**src/rtl/add_rr_arbiter.sv**
```systemverilog
// Round-robin arbiter that shares one W-bit adder among NUM_REQ requesters and holds a registered result.
// Optional feature: define ADD_ARB_SAT_EN to saturate res_data when the carry-out is set.
module add_rr_arbiter #(
  parameter int W       = 8,
  parameter int NUM_REQ = 4,
  parameter int ID_W    = 2
) (
  input  logic                 clk,
  input  logic                 rst,
  input  logic [NUM_REQ-1:0]   req_valid,
  input  logic [NUM_REQ*W-1:0] req_a,
  input  logic [NUM_REQ*W-1:0] req_b,
  output logic [NUM_REQ-1:0]   req_ready,
  output logic                 res_valid,
  input  logic                 res_ready,
  output logic [W-1:0]         res_data,
  output logic                 res_carry,
  output logic [ID_W-1:0]      res_id
);

  typedef enum logic {ST_EMPTY, ST_FULL} state_t;

  state_t          state_reg, state_next;
  logic [ID_W-1:0] rr_ptr_reg, rr_ptr_next;
  logic [ID_W-1:0] grant_idx;
  logic            grant_any;
  logic            can_accept;
  logic            handshake;
  logic [W-1:0]    a_arr [NUM_REQ];
  logic [W-1:0]    b_arr [NUM_REQ];
  logic [W-1:0]    a_sel, b_sel;
  logic [W:0]      sum;
  logic [W-1:0]    data_next;

  genvar gi;
  generate
    for (gi = 0; gi < NUM_REQ; gi++) begin : g_req
      assign a_arr[gi] = req_a[gi*W +: W];
      assign b_arr[gi] = req_b[gi*W +: W];
      // Ready is forced low while reset is held, even though the state already reads empty.
      assign req_ready[gi] = !rst && grant_any && (grant_idx == ID_W'(gi)) && can_accept;
    end
  endgenerate

  // Scan from the farthest offset down so the nearest valid requester at or after rr_ptr wins.
  always_comb begin
    logic [ID_W-1:0] idx;
    idx       = '0;
    grant_any = 1'b0;
    grant_idx = '0;
    for (int k = NUM_REQ - 1; k >= 0; k--) begin
      idx = rr_ptr_reg + ID_W'(k);
      if (req_valid[idx]) begin
        grant_any = 1'b1;
        grant_idx = idx;
      end
    end
  end

  assign res_valid  = (state_reg == ST_FULL);
  assign can_accept = !res_valid || res_ready;
  assign handshake  = !rst && grant_any && can_accept;

  assign a_sel = a_arr[grant_idx];
  assign b_sel = b_arr[grant_idx];
  assign sum   = {1'b0, a_sel} + {1'b0, b_sel};

`ifdef ADD_ARB_SAT_EN
  assign data_next = sum[W] ? {W{1'b1}} : sum[W-1:0];
`else
  assign data_next = sum[W-1:0];
`endif

  always_comb begin
    state_next  = state_reg;
    rr_ptr_next = rr_ptr_reg;
    if (handshake) begin
      rr_ptr_next = grant_idx + ID_W'(1);
    end
    case (state_reg)
      ST_EMPTY: if (handshake) state_next = ST_FULL;
      ST_FULL:  if (res_ready && !handshake) state_next = ST_EMPTY;
      default:  state_next = ST_EMPTY;
    endcase
  end

  always_ff @(posedge clk or posedge rst) begin
    if (rst) begin
      state_reg  <= ST_EMPTY;
      rr_ptr_reg <= '0;
      res_data   <= '0;
      res_carry  <= 1'b0;
      res_id     <= '0;
    end else begin
      state_reg  <= state_next;
      rr_ptr_reg <= rr_ptr_next;
      if (handshake) begin
        res_data  <= data_next;
        res_carry <= sum[W];
        res_id    <= grant_idx;
      end
    end
  end

endmodule

```
**config.mk**
```make
export PLATFORM = sky130hd
export DESIGN_NAME = add_rr_arbiter
export DESIGN_NICKNAME = d
export VERILOG_FILES = /design/src/rtl/add_rr_arbiter.sv
export SDC_FILE = /design/constraint.sdc
export NUM_CORES = 1
export LEC_CHECK = 0
export CAP_MARGIN = 30
export CORE_MARGIN = 2
export CORE_UTILIZATION = 25
export DETAILED_ROUTE_END_ITERATION = 7
export PLACE_DENSITY = 0.57
export SLEW_MARGIN = 5
export SYNTH_ARGS = -nofsm -noshare
export SYNTH_HDL_FRONTEND = slang
export SYNTH_SLANG_ARGS = --single-unit
```
**constraint.sdc**
```tcl
create_clock -name clk -period 3.8 [get_ports clk]
set_input_delay 0.57 -clock clk [delete_from_list [all_inputs] [get_ports clk]]
set_output_delay 0.57 -clock clk [all_outputs]
set_load 0.01 [all_outputs]
```
Word level (Yosys, flattened, before mapping)
Cells that the tools add are included.
- multiply operators: 0
- shifts and indexed selects: 0
- bitwise logic cells: 2
- order comparisons: 5
- reduce and logical (&&, ||, !) cells: 16
- equality and inequality tests: 3
- add/subtract/negate cells: 5
- multiplexer cells: 25
- divide/modulo/power cells: 0
- operator list (operator ; count):
    $bmux 8 s2 ; 2
    $mux 8 ; 4
    $lt 2x3->1 const B ; 4
    $logic_and 1x1->1 ; 11
    $mux 1 ; 10
    $add 8x8->9 ; 1
    $bmux 1 s2 ; 4
    $mux 2 ; 4
    $add 2x1->2 const B ; 2
    $add 2x2->2 const B ; 2
    $eq 2x2->1 const B ; 2
    $ge 3x3->1 const B ; 1
    $logic_not 1->1 ; 3
    $not 2->3 ; 1
    $eq 2x1->1 const B ; 1
    $logic_not 2->1 ; 1
    $pmux 1 s2 ; 1
    $logic_or 1x1->1 ; 1
    $not 1->1 ; 1
- bits in read-only memories: 0
- logic and storage cells: 61
- output and inout port bits: 16
- latch bits: 0
- register bits after elaboration: 14
- memories: 0
- RAM bits: 0

Logic depth before layout (Yosys ltp)
- depth in word-level cells: 13
- mapped depth: 14
- depth with buffers taken out: 12

Worst setup path after synthesis
No wires, ideal clock.
- path type: input-to-reg
- from: input port req_valid[0]
- to: register res_data[6]
- setup time: 0.083 ns
- required time: 3.717 ns
- slack: 0.839 ns
- arrival: 2.879 ns
- stages on the path: 13
- path through: a21oi_2 o21ai_1 o2bb2a_4 buf_6 buf_8 mux2i_1 mux2i_1 ha_1 fa_1 a211oi_1 o21ai_0 a22o_1 o21ai_0
- cells in the longest elaborated chain, start to end: 11
- elaborated cells on any way between the ends: 26
- those cells by class: add/sub: 1; mux: 22; bitwise: 1; reduce/logical: 2
- RTL lines (element ; RTL line ; text):
    from (decl) ; 10 ; input logic [NUM_REQ-1:0] req_valid,
    $bmux 1 s2 ; 53 ; if (req_valid[idx]) begin
    $mux 1 (not written as such) ; 53 ;
    $mux 2 (4 in series) ; 53 ;
    $not 2->3 (not written as such) ; 64, 65 ;
    $bmux 8 s2 (on tied branches) ; 64, 65 ;
    $mux 8 (on tied branches) (2 in series) ; 64, 65 ;
    $add 8x8->9 ; 66 ; assign sum = {1'b0, a_sel} + {1'b0, b_sel};
    to (signal assigned) ; 98 ; res_data <= data_next;
    to (decl) ; 16 ; output logic [W-1:0] res_data,
Parallel ways exist; a longest one is shown, timed or not. The select of a mux whose other input is x is not followed.
A chain may end at the register's enable or synchronous reset.

Worst setup path after layout
Same ends and word-level chain as after synthesis.

==> summary.md <==
| Metric | Value |
|---|---|
| Critical path arrival | `between 3 and 4 ns` |
| Post-synth top area share | `0.324` |
| Sequential cell area fraction in the yosys report | `0.227` |
| Layout filler cell count | `612` |
| Multiplexer area fraction after synthesis | `0.324` |
| TNS Setup | `0 ns` |
| CTS Hold Buffers Added | `0` |
| Final antenna-violating net count | `0` |
| Antenna Cells | `0` |
| Area growth syn-to-layout | `64.2%` |
| Startpoint Class | `input pin` |
| Yosys top cell by area | `mux2i_1` |
| Die ar. | `around 6800 um^2` |
| Die Span Y | `82.6 um` |
| Largest family of logic cells by synthesized area | `multiplexers` |
| HPWL Detailed | `3.35 mm` |
| Simple-gate portion of the synthesized area | `0.0947` |
| Layout cells sized above 1 | `0.0480` |
| Worst path max stage delay | `0.54 ns` |
| Fin nets | `335` |
| Synthesized area | `1550 um^2` |
| Pre-antenna DRT Iters | `4` |
| Final wirelength | `3.99 mm` |
| Total track usage | `0.112` |
| Flip-flop and latch area | `350 um^2` |
| Die X-Extent | `82.6 um` |
| Row count | `28` |
| # IOs | `87` |
| Syn Inst Count | `approximately 160` |
| Setup CP Type | `in -> reg` |
| Fmax | `0.287 GHz` |
| Synthesized-area fraction occupied by adder cells | `0.110` |
| Vias in the first global route | `1401` |
| Mapped Nets | `248` |
| Drt via density | `roughly 4.6` |
| Post-Synth XOR/XNOR Area | `0.0170` |
| Worst Clk Skew | `0.00156 ns` |
| GRT overflow | `0` |
| Worst hold path class | `reg -> reg` |
| Leak | `0.00113 uW` |
| Post-CTS Setup Bufs | `0` |
| Worst-Skew Late Latency | `0.24 ns` |
| PostCTS Resize Cnt | `0` |
| Critical-path cell list | `clkdlybuf4s50_1, a21oi_2, o21ai_1, o2bb2a_4, mux2i_1, mux2i_1, ha_1, fa_1, a211oi_1, o21ai_0, a22o_1, o21ai_0` |
| Antenna violations before repair | `0` |
| Synth area leaders | `mux2i_1, dfrtp_1, ha_1` |
| Starting Density | `0.259` |
| Routed wire per std cell | `12.3 um` |
| Layout Cells excl Fill | `325` |
| Mean Syn Cell Area | `9.42 um^2` |
| Largest net degree at the start of global routing | `21` |
| Maxcap violations | `0` |
| DP Cell Count | `~320` |
| FF+latch count, synth | `14` |
| CTS max path bufs | `2` |
| # H-tree levels | `1` |
| Clk root buf | `clkbuf_8` |
| Synth unique cells | `30` |
| Outcome | `complete, no violations` |
| Iteration-0 DRC Markers | `60` |
| Residual DRC | `0` |
| RSZ-0062 raised after global routing | `no` |
| Yosys warnings | `0` |
| Slew headroom | `0.505` |
| Period minus WS final | `3.48 ns` |
| GPL Wtd Cong | `about 0.76` |
| Post-Place Cell Area | `between 2000 and 2500 um^2` |
| IO buf count | `86` |
| Multi-input gate area | `1090 um^2` |
| CTS tree | `yes` |
| Final setup vio count | `0` |
| Synth Area in Compound Gates | `0.150` |
| CTS clock-pin slew for the worst setup and hold paths | `0.06 ns` |
| Endpoints failing hold | `0` |
| Design area | `2540 um^2` |
| Max reg flops | `8` |
| CTS Buf Count | `3` |
| Worst Tran Pin Value | `0.742 ns` |
| CP max stage cell | `clkdlybuf4s50_1` |
| First-pass GRT wire length | `6.00 mm` |
| PwrDens | `roughly 500 nW/um^2` |
| CP Data Required Time | `3.96 ns` |
| VDD IR max | `roughly 0.21 mV` |
| CTS Sinks | `14` |
| Final period util | `0.917` |
| Worst Setup End Kind | `register` |
| Core ar. | `5960 um^2` |
| Worst-path fanout max | `16` |
| DR vias | `1492` |
| Final Slew Violations | `0` |
==> Yosys cell counts, drive strengths merged <==
| master | instances |
|---|---|
| o211ai | 1 |
| a22o | 1 |
| nand2 | 19 |
| a31oi | 1 |
| and2 | 4 |
| o41ai | 1 |
| dfrtp | 14 |
| fa | 1 |
| nand2b | 3 |
| mux2i | 50 |
| xor2 | 2 |
| xnor2 | 1 |
| ha | 12 |
| nor2b | 1 |
| inv | 6 |
| or3 | 1 |
| nor2 | 5 |
| clkbuf | 1 |
| a21o | 2 |
| a311oi | 1 |
| o2bb2a | 1 |
| buf | 8 |
| o21ai | 17 |
| o21a | 1 |
| a21oi | 6 |
| a211oi | 4 |
==> metrics by stage <==
step	power [uW]	utilization	setup slack (ns)	hold slack, ns
6_report	1290	0.426	0.316	0.482
5_1_grt	1410	0.426	0.0408	0.505
3_3_place_gp	1160	0.417	0.0505	0.459
2_1_floorplan	846	-	0.839	0.467
4_1_cts	1310	0.426	0.319	0.487
3_5_place_dp	1160	0.417	0.0722	0.473
==> kinds of logic after synthesis <==
| group | Yosys count |
|---|---|
| buffers and inverters | 15 |
| xor gates and xnor gates | 3 |
| AOI/OAI and AO/OA | 36 |
| DFF | 14 |
| muxes | 50 |
| and+or+nand+nor | 33 |
| adders and majority gates | 13 |
==> cell type report <==
cell class / instances / share of cell area
Clock buffer: 4 / 0.0217
Inverter: 6 / 0.00888
Multi-Input combinational cell: 135 / 0.430
Sequential cell: 14 / 0.138
Tap cell: 75 / 0.0370
Timing Repair Buffer: 91 / 0.364
==> placed cells by master, fill, tap and decap left out, types with 3 or more instances in the layout <==
cell              n
and2_1            4
mux2i_1          50
dfrtp_1          14
buf_4             3
inv_1             6
nor2_1            5
nand2_1          19
o21ai_0          15
clkbuf_8          4
ha_1             12
a211oi_1          4
a21oi_1           5
clkdlybuf4s50_1  86
nand2b_1          3
==> power by group <==
group,switching [uW],internal [uW],leakage [uW],total (uW)
logic,413,476,0.000930,889
registers,44.9,211,0.000169,256
clock network,53.3,91.8,0.0000288,145
==> worst paths after layout <==
kind | startpoint | endpoint | slack [ns] | cells past startpoint
setup / recovery | req_valid[0] | res_data[6]$_DFFE_PP0P_ | 0.32 | 12
hold / removal | res_id[0]$_DFFE_PP0P_ | res_id[0]$_DFFE_PP0P_ | 0.48 | 2
setup reg to reg | rr_ptr_reg[1]$_DFFE_PP0P_ | res_data[7]$_DFFE_PP0P_ | 0.68 | 11
hold reg to reg | res_id[0]$_DFFE_PP0P_ | res_id[0]$_DFFE_PP0P_ | 0.48 | 2
max in group asynchronous | rst | res_data[6]$_DFFE_PP0P_ | 2.96 | 3
min in group asynchronous | rst | res_valid$_DFF_PP0_ | 0.67 | 3
==> critical path: cells and delay by family <==
family,cells,cell delay (ns)
fa+ha+maj,2,0.69
buf+inv,1,0.54
compound gates,7,1.50
mux,2,0.32
==> metal layers <==
layer  GRT usage  vias to the layer above  part of all wire
met3      0.0152                        4             0.061
li1            -                      762                 -
met2       0.206                       49              0.51
met4      0.0246                        0            0.0050
met5           0                        -                 0
met1       0.138                      677              0.42
Power figures use the tool's default switching activity.
